===== src/rtl/palette_arbiter_if.sv =====
// Bus bundle between the palette arbiter, its two read requesters and the shared colour ROM.
interface palette_arbiter_if;
    logic        req_a;
    logic [3:0]  addr_a;
    logic        req_b;
    logic [3:0]  addr_b;
    logic        gnt_a;
    logic        gnt_b;
    logic        valid_a;
    logic        valid_b;
    logic [23:0] data_out;
    logic [3:0]  rom_address;
    logic [23:0] rom_q;

    modport master (
        output req_a, addr_a, req_b, addr_b, rom_q,
        input  gnt_a, gnt_b, valid_a, valid_b, data_out, rom_address
    );

    modport slave (
        input  req_a, addr_a, req_b, addr_b, rom_q,
        output gnt_a, gnt_b, valid_a, valid_b, data_out, rom_address
    );
endinterface


===== src/rtl/palette_arbiter.sv =====
// Two-port arbiter in front of a registered 16x24 palette ROM: port A has priority,
// port B is forced through after STARVE_LIMIT consecutive denied cycles.
module palette_arbiter #(
    parameter int STARVE_LIMIT = 3
) (
    input logic             clk,
    input logic             reset,
    palette_arbiter_if.slave bus
);

    localparam logic [3:0] LIMIT = 4'(STARVE_LIMIT);

    logic [3:0] starve_cnt;
    logic [3:0] starve_cnt_next;
    logic       force_b;
    logic       gnt_a;
    logic       gnt_b;
    logic       valid_a_q;
    logic       valid_b_q;

    always_comb begin
        force_b = bus.req_b && (starve_cnt == LIMIT);
    end

    // Grants are decided combinationally so the ROM sees the address in the request cycle.
    always_comb begin
        gnt_a = 1'b0;
        gnt_b = 1'b0;
        if (!reset) begin
            if (force_b) begin
                gnt_b = 1'b1;
            end else if (bus.req_a) begin
                gnt_a = 1'b1;
            end else if (bus.req_b) begin
                gnt_b = 1'b1;
            end
        end
    end

    always_comb begin
        bus.rom_address = 4'h0;
        if (gnt_a) begin
            bus.rom_address = bus.addr_a;
        end else if (gnt_b) begin
            bus.rom_address = bus.addr_b;
        end
    end

    always_comb begin
        starve_cnt_next = 4'h0;
        if (bus.req_b && !gnt_b) begin
            if (starve_cnt >= LIMIT) begin
                starve_cnt_next = LIMIT;
            end else begin
                starve_cnt_next = starve_cnt + 4'h1;
            end
        end
    end

    always_ff @(posedge clk) begin
        if (reset) begin
            starve_cnt <= 4'h0;
            valid_a_q  <= 1'b0;
            valid_b_q  <= 1'b0;
        end else begin
            starve_cnt <= starve_cnt_next;
            valid_a_q  <= gnt_a;
            valid_b_q  <= gnt_b;
        end
    end

    // Masking with reset discards a read whose data would land in a reset cycle.
    always_comb begin
        bus.gnt_a    = gnt_a;
        bus.gnt_b    = gnt_b;
        bus.valid_a  = valid_a_q && !reset;
        bus.valid_b  = valid_b_q && !reset;
        bus.data_out = bus.rom_q;
    end

endmodule


===== src/flat_wrapper.sv =====
// flat-port wrapper written by rule: the top's interface ports become plain ports
module palette_arbiter_flat 
#(
    parameter int STARVE_LIMIT = 3
)
  (clk, reset, bus_req_a, bus_addr_a, bus_req_b, bus_addr_b, bus_rom_q, bus_gnt_a, bus_gnt_b, bus_valid_a, bus_valid_b, bus_data_out, bus_rom_address);
  palette_arbiter_if bus_i ();
  input logic clk;
  input logic reset;
  input wire logic [$bits(bus_i.req_a)-1:0] bus_req_a;
  input wire logic [$bits(bus_i.addr_a)-1:0] bus_addr_a;
  input wire logic [$bits(bus_i.req_b)-1:0] bus_req_b;
  input wire logic [$bits(bus_i.addr_b)-1:0] bus_addr_b;
  input wire logic [$bits(bus_i.rom_q)-1:0] bus_rom_q;
  output wire logic [$bits(bus_i.gnt_a)-1:0] bus_gnt_a;
  output wire logic [$bits(bus_i.gnt_b)-1:0] bus_gnt_b;
  output wire logic [$bits(bus_i.valid_a)-1:0] bus_valid_a;
  output wire logic [$bits(bus_i.valid_b)-1:0] bus_valid_b;
  output wire logic [$bits(bus_i.data_out)-1:0] bus_data_out;
  output wire logic [$bits(bus_i.rom_address)-1:0] bus_rom_address;
  assign bus_i.req_a = bus_req_a;
  assign bus_i.addr_a = bus_addr_a;
  assign bus_i.req_b = bus_req_b;
  assign bus_i.addr_b = bus_addr_b;
  assign bus_i.rom_q = bus_rom_q;
  assign bus_gnt_a = bus_i.gnt_a;
  assign bus_gnt_b = bus_i.gnt_b;
  assign bus_valid_a = bus_i.valid_a;
  assign bus_valid_b = bus_i.valid_b;
  assign bus_data_out = bus_i.data_out;
  assign bus_rom_address = bus_i.rom_address;
  palette_arbiter #(.STARVE_LIMIT(STARVE_LIMIT)) u_core (.clk(clk), .reset(reset), .bus(bus_i));
endmodule

===== config.mk =====
export PLATFORM = sky130hd
export DESIGN_NAME = palette_arbiter_flat
export DESIGN_NICKNAME = d
export VERILOG_FILES = /design/src/rtl/palette_arbiter_if.sv /design/src/rtl/palette_arbiter.sv /design/src/flat_wrapper.sv
export SDC_FILE = /design/constraint.sdc
export NUM_CORES = 1
export LEC_CHECK = 0
export BUFFER_PORTS_ARGS = -buffer_cell sky130_fd_sc_hd__buf_2
export CORE_MARGIN = 10
export CORE_UTILIZATION = 31
export CTS_CLUSTER_SIZE = 20
export DETAILED_ROUTE_END_ITERATION = 10
export PLACE_DENSITY = 0.9
export SLEW_MARGIN = 40
export SYNTH_ARGS = -nofsm -noshare
export SYNTH_HDL_FRONTEND = slang
export SYNTH_SLANG_ARGS = --single-unit

===== constraint.sdc =====
create_clock -name clk -period 2.5 [get_ports clk]
set_clock_uncertainty 0.2 [all_clocks]
set_input_delay 0.125 -clock clk [delete_from_list [all_inputs] [get_ports clk]]
set_output_delay 0.125 -clock clk [all_outputs]
set_load 0.1 [all_outputs]

==> results.py <==
metrics = {
    "critical_path": {
        "crit_start": "u_core.starve_cnt[0]",
        "ff2ff_setup_slack_ps": 860,
        "r2r_start": "u_core.starve_cnt[0]",
        "path_class": "flop to primary output",
        "worstSetupStartpointType": "flop",
        "worstPathCellList": "ha_1 > or3b_4 > a21oi_4 > a22o_2 > buf_2",
        "r2r_end": "u_core.valid_a_q",
        "slowest_delay_ps": 430,
        "cp_max_fo": 5,
        "cpMaxStageDelayCell": "or3b_4",
        "reg2reg_depth": 3,
        "crit_path_end_kind": "primary output",
        "crit_required_ps": 2170,
        "worstPathArrival_ps": 2010,
    },
    "logic_synthesis": {
        "postSynthAreaPerCell_sq_um": 9.18,
        "yosysSeqAreaShare": 0.257,
        "yosys_register_bits": 6,
        "syn_inst": 51,
        "netlist_area_sq_um": 468,
        "synth-warning-count": 0,
        "ys_types": 17,
    },
    "global_route": {
        "grt_first_pass_wirelength_mm": 1.49,
        "overflow": 0,
        "grt_start_max_net_pins": 7,
        "first_global_vias": 332,
        "grt_use_total": 0.0592,
        "antenna_found_initial": 0,
    },
    "min_path": {
        "hp-class": "primary input to flop",
        "min_to": "u_core.starve_cnt[0]",
        "hold_depth": 3,
        "hp-start": "bus_req_b",
    },
    "cells_and_area": {
        "fin_util": 0.347,
        "final_common_cell": "buf_2",
        "nets": 92,
        "antenna_cells": 0,
        "final_cell_mix": "buf_2, dfxtp_1, a22o_2",
        "syn2layout_area_growth_pct": 1.34,
        "nFillCells": 159,
        "drive_above_1_share": 0.566,
    },
    "sta": {
        "hold_viol": 0,
        "fin_crit_sh": 0.933,
        "worst_slack_ps": 167,
        "setup_viol": 0,
        "period_minus_slack_ps": 2330,
        "tns_ps": 0,
        "fmax_mhz": 429,
        "rsz0062_at_grt": "no",
        "slew_viol_final": 0,
        "holdWs_ps": 28.2,
    },
    "pwr": {
        "switchingPower_mw": 0.100,
        "power_frac_clock": 0.314,
        "switching_share": 0.361,
        "powerDensity_nw_per_um2": 587,
        "internal_power_mw": 0.178,
        "power_frac_seq": 0.366,
        "power_frac_comb": 0.320,
        "vdd_drop_max_v": 0.000167,
        "p_leak_nw": 0.231,
    },
    "clocking": {
        "cts_sinks": 6,
        "clock_latency_ps": 240,
        "htree_levels": 1,
        "cts_root_buf": "clkbuf_4",
        "clockBufferDepth": 2,
        "clkTransAtPathRegs_ps": 50,
        "numCtsBuffers": 3,
        "cts_tree": "yes",
    },
    "drt": {
        "drc": 0,
        "drt-initial-drc-count": 2,
        "viasPerCell": 4.44,
        "num_vias": 302,
        "postRouteWirelength_microns": 982,
        "wl_per_cell_microns": 14.4,
        "ant_nets": 0,
        "dr.pass1.iters": 2,
    },
    "floorplanning": {
        "die_x_microns": 58.9,
        "die-area_sq_um": 3460,
        "die_h_microns": 58.9,
        "std_cell_rows": 13,
        "coreArea_sq_um": 1370,
        "pin_count": 68,
        "start_util": 0.342,
    },
    "job": {
        "maxCapViolCount": 0,
    },
    "outcome": {
        "status": "completed",
    },
    "placed_design": {
        "io_buffers": 19,
        "post-dp-hpwl_microns": 777,
        "place_ws_ps": 415,
        "gp_congestion": 0.801,
    },
}
-- worst max-delay path, delay by kind of cell, from the launching register on --
| kind | cells | cell delay [ps] |
|---|---|---|
| DFF | 1 | 320 |
| and+or+nand+nor | 1 | 430 |
| adders and majority gates | 1 | 250 |
| AOI/OAI and AO/OA | 2 | 340 |
| buffers and inverters | 1 | 410 |
-- cells in the mapped netlist (all sizes together) --
master	number	area (sq um)
dfxtp	6	120
a21oi	4	31.3
buf	24	180
inv	1	3.75
a311oi	2	23.8
nor2	1	3.75
nor2b	2	12.5
or3b	1	11.3
conb	1	3.75
or2	1	6.26
nand2b	1	8.76
or2b	1	7.51
ha	1	12.5
nand3b	1	7.51
a22o	4	35.0
-- repair_timing --
action,4_1_cts,5_1_grt
buffers inserted,0,0
endpoints found under the hold margin,2,0
gates resized for setup,0,0
hold buffers,3,0
-- cells by family after synthesis --
| family | count (synthesis) | share of synthesized area |
|---|---|---|
| other | 1 | 0.00801 |
| AO/OA/AOI/OAI | 10 | 0.192 |
| AND/OR/NAND/NOR | 8 | 0.123 |
| flip-flops | 6 | 0.257 |
| adder cells (fa/ha/maj) | 1 | 0.0267 |
| buffers and inverters | 25 | 0.393 |
-- metal layers --
layer,up-vias,wire length (microns),GRT usage
li1,151,-,-
met1,130,326,0.0409
met2,19,519,0.0946
met3,2,128,0.0579
met4,0,8,0.0459
met5,-,0,0
-- final cells by class --
cell class,instances,area (sq um),share of cell area
clock buffers,3,22.5,0.0475
inverters,1,3.75,0.00792
multi-input cells,21,184,0.388
flip-flops and latches,6,120,0.253
well taps,15,18.8,0.0396
repair buffers,22,125,0.264
-- worst max-delay path by stage --
stage	end	slack, ps	cells past startpoint
finish	bus_rom_address[3]	170	5
global route	bus_rom_address[3]	70	5
CTS	bus_rom_address[0]	150	5
detailed placement	bus_rom_address[0]	410	5
global placement	bus_rom_address[2]	480	5
floorplan	bus_rom_address[0]	3	4
-- flip-flops by register name (all words and copies together), names as in the netlist --
register           cells
u_core.starve_cnt      4
u_core.valid_a_q       1
u_core.valid_b_q       1
-- through the flow --
| step | power (mW) | cells | area (sq um) |
|---|---|---|---|
| 2_1_floorplan | 0.350 | 52 | 488 |
| 3_3_place_gp | 0.188 | 62 | 422 |
| 3_5_place_dp | 0.189 | 62 | 422 |
| 4_1_cts | 0.284 | 68 | 474 |
| 5_1_grt | 0.293 | 68 | 474 |
| 6_report | 0.278 | 68 | 474 |
-- power by group through the flow --
stage          logic, mW  registers (mW)  clock network [mW]
3_3_place_gp      0.0841           0.104                   0
3_5_place_dp      0.0856           0.104                   0
4_1_cts           0.0892           0.102              0.0926
2_1_floorplan      0.246           0.103                   0
6_report          0.0890           0.102              0.0873
5_1_grt           0.0929           0.102              0.0972
No activity file was read; power rests on OpenSTA's default activity.
